`src/rtl/shift_unit_seq.sv`:
```
// Sequential barrel shifter: one log-stage per cycle (stage k shifts by 2^k when cnt[k] is set),
// with a valid/ready request port and a valid/ready result port.
module shift_unit_seq #(
  parameter int unsigned WIDTH = 16,
  parameter int unsigned CW    = 4
) (
  input  logic             clk,
  input  logic             rst,
  input  logic             in_valid,
  output logic             in_ready,
  input  logic [WIDTH-1:0] in_data,
  input  logic [CW-1:0]    in_cnt,
  input  logic [1:0]       in_op,
  output logic             out_valid,
  input  logic             out_ready,
  output logic [WIDTH-1:0] out_data,
  output logic             out_zero
);

  localparam int unsigned KW = (CW > 1) ? $clog2(CW) : 1;

  typedef enum logic [1:0] {StIdle, StShift, StDone} state_e;
  typedef enum logic [1:0] {OpRol = 2'b00, OpSll = 2'b01, OpRor = 2'b10, OpSra = 2'b11} op_e;

  state_e           state_q, state_d;
  logic [KW-1:0]    k_q, k_d;
  logic [WIDTH-1:0] data_q, data_d;
  logic [CW-1:0]    cnt_q, cnt_d;
  op_e              op_q, op_d;

  logic [CW:0]      sh_amt;
  logic [CW:0]      rot_amt;
  logic [WIDTH-1:0] stage_res;

  // Stage k moves data by 2^k; rotates recombine with the complementary shift.
  always_comb begin
    sh_amt    = (CW+1)'(1) << k_q;
    rot_amt   = (CW+1)'(WIDTH) - sh_amt;
    stage_res = data_q;
    unique case (op_q)
      OpRol: stage_res = (data_q << sh_amt) | (data_q >> rot_amt);
      OpSll: stage_res = data_q << sh_amt;
      OpRor: stage_res = (data_q >> sh_amt) | (data_q << rot_amt);
      OpSra: stage_res = $signed(data_q) >>> sh_amt;
    endcase
  end

  always_comb begin
    state_d = state_q;
    k_d     = k_q;
    data_d  = data_q;
    cnt_d   = cnt_q;
    op_d    = op_q;
    unique case (state_q)
      StIdle: begin
        if (in_valid) begin
          data_d  = in_data;
          cnt_d   = in_cnt;
          op_d    = op_e'(in_op);
          k_d     = '0;
          state_d = StShift;
        end
      end
      StShift: begin
        if (cnt_q[k_q]) data_d = stage_res;
        k_d = k_q + 1'b1;
        if (k_q == KW'(CW - 1)) state_d = StDone;
      end
      StDone: begin
        if (out_ready) state_d = StIdle;
      end
      default: state_d = StIdle;
    endcase
  end

  always_ff @(posedge clk or posedge rst) begin
    if (rst) begin
      state_q <= StIdle;
      k_q     <= '0;
      data_q  <= '0;
      cnt_q   <= '0;
      op_q    <= OpRol;
    end else begin
      state_q <= state_d;
      k_q     <= k_d;
      data_q  <= data_d;
      cnt_q   <= cnt_d;
      op_q    <= op_d;
    end
  end

  assign in_ready  = (state_q == StIdle);
  assign out_valid = (state_q == StDone);
  assign out_data  = data_q;
  assign out_zero  = ~|data_q;

endmodule

```
`config.mk`:
```
export PLATFORM = sky130hd
export DESIGN_NAME = shift_unit_seq
export DESIGN_NICKNAME = d
export VERILOG_FILES = /design/src/rtl/shift_unit_seq.sv
export SDC_FILE = /design/constraint.sdc
export NUM_CORES = 1
export LEC_CHECK = 0
export CORE_ASPECT_RATIO = 0.7
export CORE_MARGIN = 2
export CORE_UTILIZATION = 30
export CTS_CLUSTER_DIAMETER = 60
export CTS_CLUSTER_SIZE = 30
export DETAILED_ROUTE_END_ITERATION = 10
export SYNTH_ARGS = -nofsm -noshare
export SYNTH_HDL_FRONTEND = slang
export SYNTH_SLANG_ARGS = --single-unit
export TNS_END_PERCENT = 5
```
`constraint.sdc`:
```
create_clock -name clk -period 3.2 [get_ports clk]
set_input_delay 0.64 -clock clk [delete_from_list [all_inputs] [get_ports clk]]
set_output_delay 0.64 -clock clk [all_outputs]
set_load 0.01 [all_outputs]
```
**Yosys cells after proc, flatten, opt, wreduce, memory -nomap -nowiden**

Cells that the tools add are included.

- Flip-flop bits (word level): 26
- Latch bits: 0
- Bits in writable memories: 0
- Bits in read-only memories: 0
- Output and inout bits: 19
- Logic and storage cells: 47
- Memories kept: 0

- Add/subtract/negate cells: 2
- $mul: 0
- Div/mod/pow operators: 0
- Order comparisons: 1
- Equal/unequal tests: 10
- Shifts and indexed selects: 6
- Muxes and demuxes: 12
- Bitwise gates (word level): 2
- Reductions and logical operators: 9

Operator list:

| kind | count |
|---|---|
| $pmux W16 S4 | 1 |
| $mux W16 | 2 |
| $or A16 B16 Y16 | 2 |
| $pmux W16 S2 | 1 |
| $shl A16 B5 Y16 | 2 |
| $shr A16 B5 Y16 | 2 |
| $reduce_or A16 Y1 | 1 |
| $sshr A16 B5 Y16 | 1 |
| $eq A2 B2 Y1 const B | 4 |
| $mux W2 | 4 |
| $ne A2 B2 Y1 const B | 3 |
| $pmux W2 S3 | 1 |
| $reduce_and A3 Y1 | 2 |
| $shl A1 B2 Y5 const A | 1 |
| $sub A5 B5 Y5 const A | 1 |
| $eq A2 B1 Y1 const B | 2 |
| $logic_not A2 Y1 | 2 |
| $pmux W2 S2 | 1 |
| $reduce_and A2 Y1 | 2 |
| $lt A2 B3 Y1 const B | 1 |
| $add A2 B1 Y2 const B | 1 |
| $bmux W1 S2 | 1 |
| $ne A2 B1 Y1 const B | 1 |
| $reduce_bool A2 Y1 | 1 |
| other kinds (2) | 2 |

**Logic depth before layout (Yosys ltp)**

- Depth after elaboration: 7
- Mapped depth: 13
- Depth with buffers taken out: 9

**Worst setup path after synthesis**

Ideal clock, no wire load.

- Kind: register -> register
- Start point: register k_q[1]
- End point: register data_q[15] (netlist: out_data[15])
- Library setup time: 0.128 ns
- Arrival: 2.558 ns
- Data required time: 3.072 ns
- Setup slack: 0.513 ns
- Stages on the path, launching flop included: 13
- Cells stage by stage: dfrtp_1 -> inv_1 -> ha_1 -> buf_4 -> buf_6 -> inv_2 -> buf_2 -> ha_1 -> buf_2 -> mux4_1 -> a221oi_1 -> o31a_1 -> a22oi_1

- Word-level cells in the longest chain between the ends: 7

RTL lines:

| what | line | RTL |
|---|---|---|
| start: declaration | 26 | `logic [KW-1:0] k_q, k_d;` |
| start signal: assignment | 85 | `k_q <= k_d;` |
| $shl A1 B2 Y5 | 37 | `sh_amt = (CW+1)'(1) << k_q;` |
| $sub A5 B5 Y5 | 38 | `rot_amt = (CW+1)'(WIDTH) - sh_amt;` |
| $shl A16 B5 Y16 or $shr A16 B5 Y16 (tied branches) | 43, 41 |  |
| $or A16 B16 Y16, on equally long branches | 43, 41 |  |
| $pmux W16 S4 | 40 | `unique case (op_q)` |
| $mux W16 | 65 | `if (cnt_q[k_q]) data_d = stage_res;` |
| $pmux W16 S2 | 54 | `unique case (state_q)` |
| end signal: assignment | 86 | `data_q <= data_d;` |
| end: declaration | 27 | `logic [WIDTH-1:0] data_q, data_d;` |

Parallel ways exist; a longest one is shown, timed or not. The select of a mux whose other input is x is not followed.
A chain may end at the register's enable or synchronous reset.

**Worst setup path in the final report**

- Start point: register data_q[15] (netlist: out_data[15])
- End point: output port out_zero

- Word-level cells in the longest chain between the ends: 2

RTL lines:

| what | line | RTL |
|---|---|---|
| $reduce_or A16 Y1 | 95 | `assign out_zero = ~\|data_q;` |
| $logic_not A1 Y1 | 95 |  |
| end: declaration | 17 | `output logic out_zero` |

No other way between the ends.

==> impl.org <==
** Status
- The flow ran to the end, and the final reports show no timing, DRC or antenna violations.

** Worst setup path
- Count of cells along the worst register-to-register path :: 8
- Crit start category :: register
- On the critical path the largest part of the delay comes from simple AND/OR/NAND/NOR gates.
- Worst reg2reg startpoint :: k_q[0]
- Capture point of the worst path :: out_zero
- Slowest Stage Delay on Critical Path :: around 0.57 ns
- Walking the worst path, the cells encountered are nor4_1 -> and4_1 -> clkdlybuf4s50_1.
- In this run the worst setup path begins at out_data[15].
- The critical path runs through a total of 3 cells.
- CP max-delay cell :: clkdlybuf4s50_1
- Max Fanout on Critical Path :: 9
- Count of buffering cells on the critical path with inverters included :: 1
- CP endpoint kind :: output port
- STA puts the critical path data arrival time at 2.17 ns.
- Kind of critical path :: reg -> out
- Endpoint of the worst-slack reg-to-reg timing path :: out_data[3]
- For flop-to-flop paths, the worst setup slack is between 0.5 and 0.6 ns.
- Data on the critical path is required at its endpoint by 2.56 ns.

** Place
- Placement Setup Slack :: 0.562 ns
- After detailed placement, the design holds a cell count of 590.
- Placed instance area :: 4260 um2
- The congestion estimate from routability-driven global placement came to 1.03.
- The count of buffers added on input and output ports is 44.
- DP HPWL :: 11.0 mm

** Clock network
- Post-cts hold buffer count :: 0
- Cell at the root of the clock tree :: clkbuf_16
- The clock passes through at most 2 buffers.
- After clock tree synthesis, the clock-pin slew on the worst setup and hold paths is about 0.08 ns.
- CTS Buf Count :: 3
- The clock reaches the later pin of the worst-skew pair after 0.28 ns.
- TritonCTS built the clock tree.
- Post-CTS timing repair inserted 0 buffers for setup.
- The tree built by TritonCTS fans out to 26 sinks.
- In this run the number of H-tree levels came out at 1.
- Post-cts sizing count :: 0

** Global routing
- Number of antenna violations at the first check in global routing :: 0
- Global router's overall resource usage :: 0.255
- The number of global-route vias before repair is 3822.
- Global routing finished with a remaining overflow of 0.
- Entering global routing, the biggest net connects 42 pins.
- Wire length of the first global-routing pass :: roughly 25 mm

** Timing
- Minimum clock period after layout :: ~2.8 ns
- Tcrit/Tclk final :: 0.878
- Summed over all failing endpoints, the final setup total negative slack is 0 ns.
- Worst slew pin tran :: ~0.85 ns
- Count of pins over their slew limit :: 0
- Unrepaired setup endpoints after global routing :: no
- Max frequency :: 356 MHz
- Worst Setup Slack, final :: between 0.3 and 0.4 ns
- Setup violations remaining at the end of the flow were counted as 0.
- Measured against its own limit, the worst slew margin works out to 0.431.
- The number of endpoints with negative hold slack in the final report came to 0.
- Setup clock skew after layout :: 0.00270 ns

** Synthesis
- Summing every instance area after synthesis gives 3610 um2.
- Asr flop ratio synth :: 1.00
- Yosys mapped a number of flops with a built-in enable equal to 0.
- Prevailing post-synth register cell :: dfrtp_1
- In this run, synthesis produced a sequential element count of 26.
- Counting distinct cell types in the post-synthesis netlist gives 68.
- When the netlist entered floorplanning its net count stood at 436.
- Syn. warnings :: 0
- Counting every instance in the synthesized netlist gives between 400 and 500.
- In this run the mean area of a mapped cell was between 8 and 9 um2.
- For this run, the register share of the synthesized area comes to 0.180.

** Detailed routing
- For this run, design rule violations remaining after detail routing come to 0.
- For this block, the initial DRC count from the detailed router was 679.
- In this run the remaining antenna-violating nets after routing total 0.
- In the routed layout, each cell is associated on average with a via count of 6.52.
- Final routed wire length divided by cell count :: between 20 and 30 um
- The first TritonRoute pass finished after 5 iterations.
- The routed design has 15.9 mm of wire.
- Vias after detailed routing :: 3867

** Floorplanning
- Standard-cell row count :: 33
- The total area inside the core boundary comes to 11700 um2.
- Measured along the y axis, the die boundary spans 95.8 um.
- The die covers 13000 um2.
- Horizontal die dimension :: 135 um
- Number of ports placed on the die boundary :: 45
- For this configuration, the core starts out at a cell density of 0.308.

** Cells and area
- Post-Layout Cell Count :: 593
- Count of nets after finishing :: 470
- Signed area change from the synthesized netlist to the final layout :: 20.0%
- Of the cells placed in the final design, the portion with a size suffix greater than 1 is 0.197.
- Antenna cell count :: 0
- After routing the design area is 4340 um2.
- Leaving out fill and tap cells, the most frequent cell in the layout is nand2_1.
- Leading cell types in the layout, fill and taps excluded :: 46 x nand2_1, 44 x clkdlybuf4s50_1, 31 x buf_4
- The filler cells instantiated in the layout total 1196.

** Hold path
- Type of the worst min-delay path :: reg -> reg

** Flow run
- Max Cap Violations :: 0
worst min-delay path, cell delays in order, from the launching register on:
cell and delay [ns]:
dfrtp_1 0.34, nand2_1 0.05, nand2_1 0.06
through the flow:
step                      hold WS (ns)   util
after floorplan                  0.440      -
after global placement           0.466  0.363
after detailed placement         0.468  0.363
after CTS                        0.485  0.370
after global routing             0.524  0.370
final                            0.481  0.370
synthesized netlist by cell type, drive strengths merged, types with 3 or more instances:
| cell | n | share of area |
|---|---|---|
| or3 | 3 | 0.0052 |
| a211o | 4 | 0.0097 |
| nor2 | 30 | 0.032 |
| a221oi | 4 | 0.011 |
| dfrtp | 26 | 0.18 |
| mux4 | 35 | 0.22 |
| nand3 | 17 | 0.024 |
| a31oi | 5 | 0.0087 |
| o31a | 3 | 0.0073 |
| o21ai | 26 | 0.036 |
| inv | 12 | 0.012 |
| and2 | 3 | 0.0052 |
| mux2i | 20 | 0.059 |
| mux2 | 9 | 0.028 |
| nor3 | 6 | 0.0083 |
| ha | 6 | 0.021 |
| a21oi | 24 | 0.033 |
| o211ai | 4 | 0.0083 |
| buf | 23 | 0.047 |
| o32ai | 3 | 0.0094 |
| o311ai | 3 | 0.0073 |
| nand2b | 8 | 0.014 |
| a32oi | 3 | 0.0073 |
| nor4 | 4 | 0.0069 |
| clkbuf | 25 | 0.026 |
| nor2b | 3 | 0.0059 |
| nand3b | 3 | 0.0062 |
| nand2 | 47 | 0.050 |
| a21o | 4 | 0.0083 |
| o22ai | 8 | 0.014 |
| a211oi | 3 | 0.0062 |
sequential cells by signal, indices dropped and copies added, names as in the netlist:
register  flops
state_q       2
cnt_q         4
out_data     16
k_q           2
op_q          2
worst min-delay path by stage:
stage / from / cells past startpoint / slack (ns) / to
global route: cnt_q[3] / 2 / 0.52 / cnt_q[3]
detailed placement: cnt_q[3] / 2 / 0.47 / cnt_q[3]
CTS: cnt_q[3] / 2 / 0.48 / cnt_q[3]
global placement: cnt_q[2] / 2 / 0.47 / cnt_q[2]
finish: cnt_q[0] / 2 / 0.48 / cnt_q[0]
floorplan: cnt_q[2] / 2 / 0.44 / cnt_q[2]
routing by layer:
metal  up-vias  global-route usage  wire (um)
met5         -                   0          0
met4         0              0.0634        381
met3        40              0.0832       2310
met2       345               0.369       6450
met1      1864               0.367       6790
li1       1618                   -          -
layout make-up:
type	instances	area [um2]	share of cell area
repair buffers	77	713	0.165
flip-flops and latches	26	651	0.150
multi-input cells	318	2660	0.612
inverters	12	45.0	0.0104
clock buffers	3	75.1	0.0173
well taps	157	196	0.0453
cell families (layout without fill, tap and decap cells):
logic type,Yosys count,count (layout),share of synthesized area
muxes,64,64,0.311
xor gates and xnor gates,1,1,0.00762
DFF,26,26,0.180
adders and majority gates,6,6,0.0208
and+or+nand+nor,134,134,0.178
AOI/OAI and AO/OA,113,113,0.216
buffers and inverters,60,92,0.0859
Power is left out: the tool's default activity adds up to more than one toggle a clock period on the data nets, which glitch-free logic cannot reach.
